File: src/rtl/clk_divider_mc.sv
// clk_divider_mc: multi-channel programmable clock divider.
// Each channel divides clk by an N-bit divisor D with an N-bit high time H.
// New divisors are staged in a per-channel shadow and take effect only at a
// period boundary, so clkout never produces a runt pulse.
//
// Ports:
//   clk        system clock (rising edge)
//   n_reset    asynchronous active-low reset
//   enable     per-channel run enable; low freezes the channel
//   sync_i     one-cycle pulse; restarts every enabled running channel
//   cfg_valid  config request valid
//   cfg_ready  config accepted when cfg_valid && cfg_ready (combinational)
//   cfg_ch     target channel of the config request
//   cfg_div    new divisor D (period in clk cycles)
//   cfg_high   new high time H (clk cycles high per period)
//   clkout     divided clocks, registered
//   tick       one-cycle pulse at the start of each period, registered
module clk_divider_mc #(
    parameter int unsigned NCH      = 4,
    parameter int unsigned N        = 8,
    parameter int unsigned DEF_DIV  = 4,
    parameter int unsigned DEF_HIGH = 2
) (
    input  logic                                clk,
    input  logic                                n_reset,
    input  logic [NCH-1:0]                      enable,
    input  logic                                sync_i,
    input  logic                                cfg_valid,
    output logic                                cfg_ready,
    input  logic [((NCH > 1) ? $clog2(NCH) : 1)-1:0] cfg_ch,
    input  logic [N-1:0]                        cfg_div,
    input  logic [N-1:0]                        cfg_high,
    output logic [NCH-1:0]                      clkout,
    output logic [NCH-1:0]                      tick
);

    localparam int unsigned CW = (NCH > 1) ? $clog2(NCH) : 1;

    logic [NCH-1:0][N-1:0] cnt_q,   cnt_d;
    logic [NCH-1:0][N-1:0] div_q,   div_d;
    logic [NCH-1:0][N-1:0] high_q,  high_d;
    logic [NCH-1:0][N-1:0] sdiv_q,  sdiv_d;
    logic [NCH-1:0][N-1:0] shigh_q, shigh_d;
    logic [NCH-1:0]        pending_q, pending_d;
    logic [NCH-1:0]        started_q, started_d;
    logic [NCH-1:0]        clk_q,     clk_d;
    logic [NCH-1:0]        tick_q,    tick_d;

    logic [N-1:0] nd;
    logic [N-1:0] nh;
    logic         acc;
    logic         stopped;

    // Ready reflects the addressed channel's shadow; out-of-range channels
    // are always ready so their requests are silently dropped.
    always_comb begin
        cfg_ready = 1'b1;
        for (int c = 0; c < NCH; c++) begin
            if (cfg_ch == CW'(c)) begin
                cfg_ready = !pending_q[c];
            end
        end
    end

    // Per-channel next-state: count, wrap, apply shadow, accept config.
    always_comb begin
        cnt_d     = cnt_q;
        div_d     = div_q;
        high_d    = high_q;
        sdiv_d    = sdiv_q;
        shigh_d   = shigh_q;
        pending_d = pending_q;
        started_d = started_q;
        clk_d     = clk_q;
        tick_d    = '0;
        nd        = '0;
        nh        = '0;
        acc       = 1'b0;
        stopped   = 1'b0;
        for (int c = 0; c < NCH; c++) begin
            acc     = cfg_valid && cfg_ready && (cfg_ch == CW'(c));
            stopped = (div_q[c] < N'(2));
            if (enable[c]) begin
                if (stopped) begin
                    cnt_d[c]     = '0;
                    clk_d[c]     = 1'b0;
                    started_d[c] = 1'b0;
                    // A stopped channel has no period to protect, so a
                    // staged or freshly offered config loads immediately.
                    if (pending_q[c] || acc) begin
                        nd = pending_q[c] ? sdiv_q[c]  : cfg_div;
                        nh = pending_q[c] ? shigh_q[c] : cfg_high;
                        div_d[c]     = nd;
                        high_d[c]    = nh;
                        pending_d[c] = 1'b0;
                        if (nd >= N'(2)) begin
                            started_d[c] = 1'b1;
                            tick_d[c]    = 1'b1;
                            clk_d[c]     = (nh != '0);
                        end
                    end
                end else if (sync_i || !started_q[c] ||
                             (cnt_q[c] == div_q[c] - N'(1))) begin
                    nd = pending_q[c] ? sdiv_q[c]  : div_q[c];
                    nh = pending_q[c] ? shigh_q[c] : high_q[c];
                    div_d[c]     = nd;
                    high_d[c]    = nh;
                    pending_d[c] = 1'b0;
                    cnt_d[c]     = '0;
                    if (nd >= N'(2)) begin
                        started_d[c] = 1'b1;
                        tick_d[c]    = 1'b1;
                        clk_d[c]     = (nh != '0);
                    end else begin
                        started_d[c] = 1'b0;
                        clk_d[c]     = 1'b0;
                    end
                end else begin
                    cnt_d[c] = cnt_q[c] + N'(1);
                    clk_d[c] = ((cnt_q[c] + N'(1)) < high_q[c]);
                end
            end
            // Stage the request unless it was consumed directly above; a
            // request on a wrap edge therefore waits for the next wrap.
            if (acc && !(enable[c] && stopped)) begin
                sdiv_d[c]    = cfg_div;
                shigh_d[c]   = cfg_high;
                pending_d[c] = 1'b1;
            end
        end
    end

    // State registers.
    always_ff @(posedge clk or negedge n_reset) begin
        if (!n_reset) begin
            for (int c = 0; c < NCH; c++) begin
                cnt_q[c]   <= '0;
                div_q[c]   <= N'(DEF_DIV);
                high_q[c]  <= N'(DEF_HIGH);
                sdiv_q[c]  <= '0;
                shigh_q[c] <= '0;
            end
            pending_q <= '0;
            started_q <= '0;
            clk_q     <= '0;
            tick_q    <= '0;
        end else begin
            cnt_q     <= cnt_d;
            div_q     <= div_d;
            high_q    <= high_d;
            sdiv_q    <= sdiv_d;
            shigh_q   <= shigh_d;
            pending_q <= pending_d;
            started_q <= started_d;
            clk_q     <= clk_d;
            tick_q    <= tick_d;
        end
    end

    assign clkout = clk_q;
    assign tick   = tick_q;

endmodule

File: config.mk
export PLATFORM = sky130hd
export DESIGN_NAME = clk_divider_mc
export DESIGN_NICKNAME = d
export VERILOG_FILES = /design/src/rtl/clk_divider_mc.sv
export SDC_FILE = /design/constraint.sdc
export NUM_CORES = 1
export LEC_CHECK = 0
export BUFFER_PORTS_ARGS = -buffer_cell sky130_fd_sc_hd__buf_2
export CORE_MARGIN = 1
export CORE_UTILIZATION = 50
export CTS_CLUSTER_SIZE = 40
export DETAILED_ROUTE_END_ITERATION = 8
export MAX_ROUTING_LAYER = met4
export PLACE_DENSITY = 0.7
export SLEW_MARGIN = 15
export SYNTH_ARGS = -nofsm -noshare
export SYNTH_HDL_FRONTEND = slang
export SYNTH_SLANG_ARGS = --single-unit
File: constraint.sdc
create_clock -name clk -period 7.35 [get_ports clk]
set_input_delay 0.3675 -clock clk [delete_from_list [all_inputs] [get_ports clk]]
set_output_delay 0.3675 -clock clk [all_outputs]
set_load 0.02 [all_outputs]
**After elaboration in Yosys (flattened, before gate mapping)**

Index checks and enable logic that the tools add are counted.

- Add/sub/neg operators: 8
- Order comparisons: 16
- $mul: 0
- Shifts and indexed selects: 0
- Multiplexer cells: 124
- Bitwise operators: 0
- Reduce and logical (&&, ||, !) cells: 70
- Div/mod/pow operators: 0
- Equality and inequality tests: 15

Operators with widths:

| cell | number |
|---|---|
| two-way mux 8 bit | 48 |
| two-way mux 1 bit | 76 |
| greater-or-equal comparator 8 x 2 -> 1 bit (second input constant) | 8 |
| nonzero test 8 bit | 8 |
| adder 8 x 1 -> 8 bit (second input constant) | 4 |
| == test 8 bit | 4 |
| less-than comparator 8 x 2 -> 1 bit (second input constant) | 4 |
| less-than comparator 8 bit | 4 |
| subtractor 8 x 1 -> 8 bit (second input constant) | 4 |
| AND reduction 3 bit | 8 |
| nonzero test 2 bit | 8 |
| logical AND 1 bit | 13 |
| logical NOT 1 bit | 12 |
| logical OR 1 bit | 12 |
| != test 3 x 1 -> 1 bit (second input constant) | 4 |
| nonzero test 3 bit | 4 |
| != test 2 x 1 -> 1 bit (second input constant) | 4 |
| AND reduction 2 bit | 4 |
| == test 2 bit (second input constant) | 2 |
| == test 2 x 1 -> 1 bit (second input constant) | 1 |
| logical NOT 2 bit | 1 |

- Logic and storage cells: 266
- Bits in latches: 0
- RAM bits: 0
- Bits of input ports: 26
- Output and inout bits: 9
- Memories: 0
- Bits in registers: 176
- ROM bits: 0

**Longest topological paths before layout**

Gate-level depths: netlist of run 1.

- Depth in word-level cells: 12
- Depth in mapped cells: 10
- Gate-level depth less buffers: 10

**Least setup slack after synthesis of run 1**

No wires, ideal clock.

- Kind: flip-flop to flip-flop
- Start point: register div_q[11] in the netlist's numbering
- End point: register high_q[8] in the netlist's numbering
- Period minus slack after synthesis: 2487 ps
- Stages on the path, launching flop included: 9
- Arrival: 2364 ps
- Setup slack: 4863 ps
- Cell sequence: dfrtp_1 > or4_4 > or4_4 > buf_6 > or3_4 > buf_6 > o22a_1 > o22ai_1 > a21oi_1

- Longest elaborated chain between the ends: 5
- Elaborated cells on any way between the ends: 8
- Classes of those cells: 1 x add/sub; 1 x order compare; 2 x eq/ne; 1 x mux; 3 x reduce/logical

RTL lines:

| element | RTL line | text |
|---|---|---|
| from (decl) | 40 | `logic [NCH-1:0][N-1:0] div_q, div_d;` |
| from (signal, indexed assignment) | 138 | `div_q[c] <= N'(DEF_DIV);` |
| from (signal assigned) | 149 | `div_q <= div_d;` |
| subtractor 8 x 1 -> 8 bit | 103 | `(cnt_q[c] == div_q[c] - N'(1))) begin` |
| == test 8 bit | 103 |  |
| logical OR 1 bit | 102 | `end else if (sync_i \|\| !started_q[c] \|\|` |
| nonzero test 2 bit (no source line) | n/a |  |
| AND reduction 3 bit (no source line) | n/a |  |
| to (signal, indexed assignment) | 139 | `high_q[c] <= N'(DEF_HIGH);` |
| to (signal assigned) | 150 | `high_q <= high_d;` |
| to (decl) | 41 | `logic [NCH-1:0][N-1:0] high_q, high_d;` |

Parallel ways exist; a longest one is shown, timed or not.
A chain may end at the register's enable or synchronous reset.

**Final worst setup path of run 1**

- Start point: register div_q[19] in the netlist's numbering
- End point: register div_q[21] in the netlist's numbering

- Longest elaborated chain between the ends: 5
- Elaborated cells on any way between the ends: 8
- Classes of those cells: 1 x add/sub; 1 x order compare; 2 x eq/ne; 1 x mux; 3 x reduce/logical

RTL lines:

| element | RTL line |
|---|---|
| subtractor 8 x 1 -> 8 bit | 103 |
| == test 8 bit | 103 |
| logical OR 1 bit | 102 |
| nonzero test 2 bit (no source line) | n/a |
| AND reduction 3 bit (no source line) | n/a |

Parallel ways exist; a longest one is shown, timed or not.

==> impl_metrics.yaml, run 1 <==
outcome:
  outcome: "finished, final reports clean"
place:
  io_buffers: 34
  post_dp_cell_area_um2: 10800
  gp_congestion: 0.879
  dpl.hpwl_mm: 18.7
  numPlacedInstances: 1357
  pre_cts_ws_ns: 4.21
critical_path:
  critical_path_peak_fanout: 12
  worst_path_most_repeated_cell: "nand2_1"
  rr_worst_depth: 7
  cp_data_arrival_time_ns: 3.63
  reg2reg_to: "div_q[21]"
  crit_path_end_kind: "register"
  critPathLaunch: "div_q[19]"
  crit_buf_inv: 0
  reg2reg_slack_ns: 4.09
  cpPeakStageDelay_ns: 0.71
  crit_chain: "nor4_1, nand2_1, nor2_1, nand2_1, a32oi_1, nand2b_1, a2bb2oi_1"
  critPathTopFamily: "simple AND/OR/NAND/NOR gates"
  required_ns: 7.71
  r2r_start: "div_q[19]"
  cp_slowest_cell: "a32oi_1"
  crit_path_start_kind: "register"
  crit_type: "reg -> reg"
drt:
  ant_nets: 0
  avgViaCountPerCell: 6.20
  routed_wl_mm: 26.7
  routed.top_layer: "met4"
  wl_met1_mm: 12.7
  route.met3.wl_mm: 1.30
  drc: 0
  wire_per_inst_um: 19.2
  drt_iter0_markers: 773
  dr.pass1.iters: 5
  wl_met2_mm: 12.2
  vias: 8607
flow_run:
  maxCapViolations: 0
timing:
  fin_ws_ns: 4.09
  setup_viol: 0
  slew_headroom_pct: 36.6
  rsz0062_at_grt: "false"
  whs_ns: 0.00835
  period_needed_ns: 3.26
  tightest_slew_ns: 0.950
  drv_slew: 0
  fin_setup_tns_ns: 0
  hold_viol: 0
  skew_ns: 0.0112
  clock.fmax_ghz: 0.306
  period_share_pct: 44.4
logic_synthesis:
  synth-xor-area-share_pct: 4.91
  ys_ff_latch: 176
  synthAdderAreaFrac_pct: 4.38
  synthArstFlopShare_pct: 100
  synth_ff_type: "dfrtp_1"
  synth_compound_area_share_pct: 20.9
  synthMuxAreaShare_pct: 6.37
  avgSynthCellArea_um2: 9.50
  yosys.area_share.simple_pct: 16.2
  synth_enable_flop_cells: 0
  yosys_warnings: 0
  synthCells: 1107
  synth_nets: 1169
  synth_top_family_by_area: "compound AO/OA/AOI/OAI gates"
  yosysUniqueCellTypes: 84
  netlist_area_um2: 10500
  yosysSeqAreaShare_pct: 42.0
floorplanning:
  fp.dieH_um: 147
  io_pins: 35
  initial_core_util_pct: 51.5
  num_rows: 52
  core-area_um2: 20400
  die_x_um: 147
  dieArea_um2: 21600
final_layout:
  fin_nets: 1168
  layout_common_cells: "168 x dfrtp_1, 95 x nand2_1, 71 x inv_1, 59 x a21oi_1, 54 x nor2_1"
  design_area_um2: 11500
  finalNonFillerCells: 1389
  syn2layout_area_growth_pct: 9.06
  drive_gt1_share_pct: 15.0
  utilization_pct: 56.1
  final_common_cell: "dfrtp_1"
  insertedDiodeCount: 0
power:
  power_density_nw_per_um2: 329
  switchingPower_mw: 1.38
  clock_power_share_pct: 25.6
  ir_drop_uv: 169
  leakagePower_nw: 4.84
  combPwrFrac_pct: 32.4
  p_seq_share_pct: 42.0
  p_int_mw: 2.39
  sw_frac_of_total_pct: 36.6
  power.total_mw: 3.77
global_route:
  grt_pass1_wl_mm: 44.1
  grt_pass1_vias: 8244
  antenna_found_initial: 0
  overflow: 0
  track_usage_pct: 26.7
  grt_max_degree: 89
clocking:
  cts_buffers: 17
  cts_root_buf: "clkbuf_16"
  cts_tree: "done"
  clkTransAtPathRegs_ns: 0.07
  hold_buffers: 0
  clkLatencyLatePin_ns: 0.44
  cts_max_path_buffers: 2
  htree_num_levels: 4
  cts_resized: 0
  postCtsSetupRepairBufs: 0
  clock_sinks: 176
hold_path:
  hold_path_class: "in -> async"
-- state kept, by name (all words and copies together) (netlist names) --
name       flops
clkout         4
cnt_q         32
div_q         32
high_q        32
pending_q      4
sdiv_q        32
shigh_q       32
started_q      4
tick           4
-- logic make-up after synthesis --
| logic type | Yosys count |
|---|---|
| compound gates | 307 |
| flops | 176 |
| simple gates | 331 |
| fa+ha+maj | 37 |
| mux | 59 |
| buf+inv | 138 |
| xor+xnor | 59 |
-- routing by layer --
metal	vias up	track usage (%)
li1	4072	-
met1	4219	37.1
met2	275	40.9
met3	41	3.98
met4	0	7.27
met5	-	-
-- how the worst max path moves through the flow --
stage | depth (start not counted) | endpoint | slack, ns
floorplan | 8 | high_q[8] | 4.86
global placement | 7 | div_q[21] | 4.31
detailed placement | 7 | div_q[21] | 4.21
CTS | 7 | div_q[21] | 4.16
global route | 7 | div_q[21] | 3.77
finish | 7 | div_q[21] | 4.09
-- Yosys cell counts (11+ instances only) --
library cell | instances | area, µm²
nor2b_1 | 12 | 75.1
a31oi_1 | 15 | 93.8
o22ai_1 | 27 | 169
xor2_1 | 28 | 245
nand2_1 | 95 | 357
or3_1 | 11 | 68.8
nand3_1 | 27 | 135
a21o_1 | 12 | 90.1
o22a_1 | 17 | 149
xnor2_1 | 31 | 272
nor3_1 | 34 | 170
inv_1 | 71 | 267
o21ai_0 | 40 | 200
nor4_1 | 20 | 125
clkbuf_1 | 52 | 195
ha_1 | 36 | 450
nand2b_1 | 21 | 131
a21oi_1 | 59 | 295
o2bb2ai_1 | 34 | 298
dfrtp_1 | 168 | 4200
a22oi_1 | 13 | 97.6
mux2_2 | 53 | 597
nor2_1 | 54 | 203
a2bb2oi_1 | 11 | 96.3
-- area by class of cell --
type,instances,area [µm²]
repair buffers,44,251
clock buffers,17,425
clock inverters,15,195
flip-flops and latches,176,4410
well taps,270,338
inverters,74,278
fillers,1799,8960
multi-input cells,793,5560
-- power groups by stage --
stage               logic (mW)  clock network, mW  registers, mW
floorplan                0.981                  0           1.49
global placement          1.17                  0           1.58
detailed placement        1.21                  0           1.59
CTS                       1.22              0.979           1.57
global route              1.37               1.01           1.63
finish                    1.22              0.966           1.58
Note: power is estimated with default switching activity, not from simulation.
==> run 2, diff against run 1 <==
--- a/config.mk
+++ b/config.mk
@@ -5,13 +5,14 @@
 export SDC_FILE = /design/constraint.sdc
 export NUM_CORES = 1
 export LEC_CHECK = 0
+export ABC_AREA = 1
 export BUFFER_PORTS_ARGS = -buffer_cell sky130_fd_sc_hd__buf_2
 export CORE_MARGIN = 1
 export CORE_UTILIZATION = 50
 export CTS_CLUSTER_SIZE = 40
 export DETAILED_ROUTE_END_ITERATION = 8
 export MAX_ROUTING_LAYER = met4
-export PLACE_DENSITY = 0.7
+export PLACE_DENSITY = 0.73
 export SLEW_MARGIN = 15
 export SYNTH_ARGS = -nofsm -noshare
 export SYNTH_HDL_FRONTEND = slang
==> constraint.sdc (replaced) <==
create_clock -name clk -period 2.9 [get_ports clk]
set_input_delay 0.145 -clock clk [delete_from_list [all_inputs] [get_ports clk]]
set_output_delay 0.145 -clock clk [all_outputs]
set_load 0.02 [all_outputs]
==> impl_metrics.yaml, run 2 <==
outcome:
  outcome: "finished, final reports clean"
final_layout:
  insertedDiodeCount: 0
  regArea_um2: 4410
  syn2layout_area_growth_pct: 7.45
  num-fill-cells: 2172
  utilization_pct: 55.1
  layout_common_cells: "360 x nand2_1, 181 x inv_1, 180 x o21ai_0, 168 x dfrtp_1, 119 x nor2_1"
  final_common_cell: "nand2_1"
  fin_nets: 1628
  multi_input_area_um2: 6110
  drive_gt1_share_pct: 13.6
power:
  p_seq_share_pct: 32.4
  power.total_mw: 12.2
  leakagePower_nw: 6.22
  combPwrFrac_pct: 48.6
  sw_frac_of_total_pct: 45.2
  clock_power_share_pct: 19.1
  p_int_mw: 6.70
  ir_drop_uv: 540
  switchingPower_mw: 5.52
  power_density_nw_per_um2: 977
timing:
  period_share_pct: 85.3
  drv_slew: 0
  skew_ns: 0.0125
  slew_headroom_pct: 54.6
  rsz0062_at_grt: "false"
  setup_viol: 0
  period_needed_ns: 2.47
  clock.fmax_ghz: 0.404
  fin_setup_tns_ns: 0
  tightest_slew_ns: 0.680
  hold_viol: 0
logic_synthesis:
  ys_ff_latch: 176
  synth_top_cell_by_area: "dfrtp_1"
  synth_most_common_cell: "nand2_1"
  synth_top_cell_area_share_pct: 36.1
  yosysUniqueCellTypes: 40
  yosysSeqAreaShare_pct: 37.9
  synth_ff_type: "dfrtp_1"
  avgSynthCellArea_um2: 7.46
  synth_common_cells: "360 x nand2_1, 181 x inv_1, 180 x o21ai_0, 168 x dfrtp_1, 119 x nor2_1"
  yosys_warnings: 0
  synth_enable_flop_cells: 0
  synthArstFlopShare_pct: 100
  netlist_area_um2: 11600
  synthCells: 1561
  synth_nets: 1623
  synth_area_leaders: "dfrtp_1 36%, nand2_1 12%, o21ai_0 7.7%"
critical_path:
  critPathTopFamily: "simple AND/OR/NAND/NOR gates"
  crit_path_start_kind: "register"
  crit_buf_inv: 3
  cp_slowest_cell: "dfrtp_1"
  crit_cells: 14
  cpPeakStageDelay_ns: 0.46
  required_ns: 3.23
  reg2reg_slack_ns: 0.43
  crit_chain: "inv_1, nor3_1, nand3_1, nor3_1, xor2_1, inv_1, ha_1, nand2_1, inv_1, nand4_1, o211ai_1, nand3_1, nand2_1, a21oi_1"
  cp_data_arrival_time_ns: 2.80
  worst_path_most_repeated_cell: "inv_1"
  critical_path_peak_fanout: 5
  rr_worst_depth: 14
  crit_type: "reg -> reg"
  crit_path_end_kind: "register"
floorplanning:
  dieArea_um2: 23900
  num_rows: 55
  io_pins: 35
  die_x_um: 155
  fp.dieH_um: 155
  initial_core_util_pct: 51.3
  core-area_um2: 22700
clocking:
  clkLatencyLatePin_ns: 0.44
  clkTransAtPathRegs_ns: 0.07
  clock_sinks: 176
  cts_buffers: 17
  cts_resized: 0
  cts_max_path_buffers: 2
  htree_num_levels: 4
  cts_root_buf: "clkbuf_16"
  cts_tree: "done"
place:
  gp_congestion: 0.916
  io_buffers: 34
  dpl.hpwl_mm: 21.2
global_route:
  grt_pass1_vias: 9870
  track_usage_pct: 26.3
  antenna_found_initial: 0
  grt_pass1_wl_mm: 48.3
  overflow: 0
  grt_max_degree: 78
drt:
  vias: 10301
  wire_per_inst_um: 15.6
  ant_nets: 0
  avgViaCountPerCell: 5.53
  routed_wl_mm: 29.1
  drc: 0
  dr.pass1.iters: 7
  drt_iter0_markers: 949
hold_path:
  whs_path_depth: 2
  hold_path_class: "in -> reg"
flow_run:
  maxCapViolations: 0
## run 2: timing repair
item,CTS,global route
endpoints found under the hold margin,72,0
hold buffers,1,0
buffers inserted,0,0
## run 2: path summary, 6_finish.rpt
path / start / endpoint
max in group asynchronous: n_reset / high_q[17]
max: cnt_q[2] / clkout[0]
min in group asynchronous: n_reset / div_q[12]
min: enable[3] / cnt_q[28]
min reg2reg: high_q[25] / high_q[25]
max reg2reg: cnt_q[2] / clkout[0]
## run 2: kinds of logic (layout without fill, tap and decap cells)
kind of cell | Yosys count | in the layout | share of synthesized area (%)
and+or+nand+nor | 656 | 656 | 24.8
AOI/OAI and AO/OA | 374 | 374 | 18.8
buffers and inverters | 257 | 275 | 9.57
DFF | 176 | 176 | 37.9
adders and majority gates | 36 | 36 | 3.87
xor gates and xnor gates | 33 | 33 | 2.48
muxes | 29 | 29 | 2.49
## run 2: through the flow
step	setup WS, ns	hold WS (ns)	instance area [µm²]	std cells
3_5_place_dp	0.461	0.238	11900	1831
2_1_floorplan	0.805	-0.151	11600	1561
5_1_grt	0.195	0.134	12500	1864
6_report	0.427	0.114	12500	1864
4_1_cts	0.450	0.103	12500	1864
3_3_place_gp	0.505	0.233	11900	1831
## run 2: metal layers
metal  share of wire (%)  GRT usage (%)  vias up  wire length [µm]
li1                    -              -     5108                 -
met1                  45           34.0     4842             13000
met2                  48           42.5      311             13900
met3                 6.3           5.02       40              1830
met4                 1.4           6.18        0               398
met5                   0              -        -                 0
## run 2: power groups by stage
stage / combinational, mW / clock, mW / sequential, mW
after detailed placement: 5.87 / 0 / 3.97
after CTS: 5.92 / 2.36 / 3.94
after global routing: 6.70 / 2.46 / 4.06
final: 5.94 / 2.33 / 3.96
after global placement: 5.71 / 0 / 3.96
after floorplan: 4.81 / 0 / 3.86
## run 2: worst reg2reg max path: cells and delay by family (launching register included)
family                     cells  cell delay (ns)
AOI/OAI and AO/OA              2             0.17
xor gates and xnor gates       1             0.17
adders and majority gates      1             0.29
buffers and inverters          3             0.22
DFF                            1             0.46
and+or+nand+nor                7             1.04
## run 2: layout make-up
type | instances | area share, %
Timing Repair Buffer | 48 | 2.39
Clock inverter | 12 | 1.00
Multi-Input combinational cell | 1128 | 48.9
Clock buffer | 20 | 3.73
Sequential cell | 176 | 35.3
Inverter | 195 | 5.87
Tap cell | 285 | 2.85
==> run 3, diff against run 2 <==
--- a/config.mk
+++ b/config.mk
@@ -7,13 +7,15 @@
 export LEC_CHECK = 0
 export ABC_AREA = 1
 export BUFFER_PORTS_ARGS = -buffer_cell sky130_fd_sc_hd__buf_2
+export CAP_MARGIN = 20
 export CORE_MARGIN = 1
-export CORE_UTILIZATION = 50
+export CORE_UTILIZATION = 57
 export CTS_CLUSTER_SIZE = 40
 export DETAILED_ROUTE_END_ITERATION = 8
 export MAX_ROUTING_LAYER = met4
-export PLACE_DENSITY = 0.73
+export PLACE_DENSITY = 0.81
 export SLEW_MARGIN = 15
 export SYNTH_ARGS = -nofsm -noshare
 export SYNTH_HDL_FRONTEND = slang
 export SYNTH_SLANG_ARGS = --single-unit
+export TNS_END_PERCENT = 10
==> impl_metrics.yaml, run 3 (synthesis results as in run 2) <==
clocking:
  postCtsSetupRepairBufs: 0
  cts_root_buf: "clkbuf_16"
  clock_sinks: 176
  cts_tree: "done"
  clkTransAtPathRegs_ns: 0.07
  hold_buffers: 1
  cts_max_path_buffers: 2
  cts_buffers: 17
  cts_resized: 0
  clkLatencyLatePin_ns: 0.44
  htree_num_levels: 4
drt:
  routed_wl_mm: 29.0
  avgViaCountPerCell: 5.70
  ant_nets: 0
  drt_iter0_markers: 954
  vias: 10503
  dr.pass1.iters: 8
  drc: 0
  wire_per_inst_um: 15.7
timing:
  skew_ns: 0.0137
  rsz0062_at_grt: "false"
  fin_setup_tns_ns: 0
  period_needed_ns: 2.46
  tightest_slew_ns: 0.778
  setup_viol: 0
  hold_viol: 0
  clock.fmax_ghz: 0.407
  drv_slew: 0
  slew_headroom_pct: 48.1
  period_share_pct: 84.7
critical_path:
  crit_path_end: "clkout[2]"
  cp_data_arrival_time_ns: 2.77
  crit_type: "reg -> reg"
  critPathLaunch: "cnt_q[16]"
  required_ns: 3.21
  critical_path_peak_fanout: 4
  crit_path_start_kind: "register"
  rr_worst_depth: 14
  r2r_start: "cnt_q[16]"
  reg2reg_slack_ns: 0.44
  reg2reg_to: "clkout[2]"
  crit_path_end_kind: "register"
flow_run:
  maxCapViolations: 0
hold_path:
  hold_path_class: "in -> reg"
floorplanning:
  die_x_um: 145
  io_pins: 35
  dieArea_um2: 21000
  core-area_um2: 19700
  num_rows: 51
  fp.dieH_um: 145
  initial_core_util_pct: 59.1
global_route:
  overflow: 0
  grt_pass1_wl_mm: 47.5
  track_usage_pct: 29.0
  grt_pass1_vias: 9784
  antenna_found_initial: 1
  grt_max_degree: 81
outcome:
  outcome: "finished, final reports clean"
place:
  io_buffers: 34
  gp_congestion: 0.902
  dpl.hpwl_mm: 20.9
final_layout:
  regArea_um2: 4410
  drive_gt1_share_pct: 13.2
  multi_input_area_um2: 6110
  num-fill-cells: 1690
  layout_common_cells: "360 x nand2_1, 181 x inv_1, 180 x o21ai_0, 168 x dfrtp_1, 119 x nor2_1"
  syn2layout_area_growth_pct: 7.05
  fin_nets: 1628
  utilization_pct: 63.2
  final_common_cell: "nand2_1"
power:
  ir_drop_uv: 517
  leakagePower_nw: 6.21
  power_density_nw_per_um2: 979
## run 3: cell count changes in the layout (fill, tap and decap cells not counted), sizes merged
cell    delta
buf        +1
bufinv     +1
clkbuf     +4
clkinv     -2
diode      +1
inv        -5
## run 3: area by class of cell
type                       count  share of cell area [%]
antenna                        1                  0.0201
clock buffer                  25                    3.89
clock inverter                 6                   0.683
inverter                     195                    5.89
multi-input combinational   1128                    49.1
sequential                   176                    35.4
tap                          265                    2.66
timing repair buffer          48                    2.38
## run 3: worst max-delay path, cell delays in order, from the launching register on
cell	delay (ns)
dfrtp_1	0.43
inv_1	0.11
nor3_1	0.29
nand3_1	0.17
nor3_1	0.21
xor2_1	0.17
inv_1	0.09
ha_1	0.30
nand2_1	0.07
inv_1	0.05
nand4_1	0.09
o211ai_1	0.11
nand3_1	0.09
nand2_1	0.09
a21oi_1	0.07
## run 3: how the worst min path moves through the flow
stage / start / to / cells after the start
after global routing: enable[3] / cnt_q[27] / 2
final: enable[3] / cnt_q[31] / 2
after floorplan: n_reset / clkout[0] / 0
after CTS: enable[3] / cnt_q[31] / 2
after global placement: n_reset / cnt_q[23] / 1
after detailed placement: n_reset / cnt_q[21] / 1
## run 3: routing by layer
| layer | vias to the layer above | routed length, µm | global-route usage [%] |
|---|---|---|---|
| met5 | - | 0 | - |
| met4 | 0 | 913 | 11.6 |
| met3 | 69 | 1830 | 5.25 |
| met2 | 379 | 13500 | 44.6 |
| met1 | 4947 | 12700 | 38.0 |
| li1 | 5108 | - | - |
## run 3: per-stage QoR
step / area, µm² / instances / setup WS (ns) / hold slack [ns] / total power, mW
finish: 12500 / 1844 / 0.445 / 0.111 / 12.2
detailed placement: 11900 / 1811 / 0.447 / 0.242 / 9.81
CTS: 12500 / 1843 / 0.428 / 0.108 / 12.2
floorplan: 11600 / 1561 / 0.805 / -0.151 / 8.66
global placement: 11900 / 1811 / 0.492 / 0.233 / 9.63
global route: 12500 / 1844 / 0.119 / 0.135 / 13.2
## run 3: power breakdown
part | total (mW) | internal [mW] | switching, mW
clock network | 2.29 | 1.33 | 0.960
registers | 3.98 | 3.31 | 0.669
logic | 5.93 | 2.11 | 3.82
total | 12.2 | 6.76 | 5.45
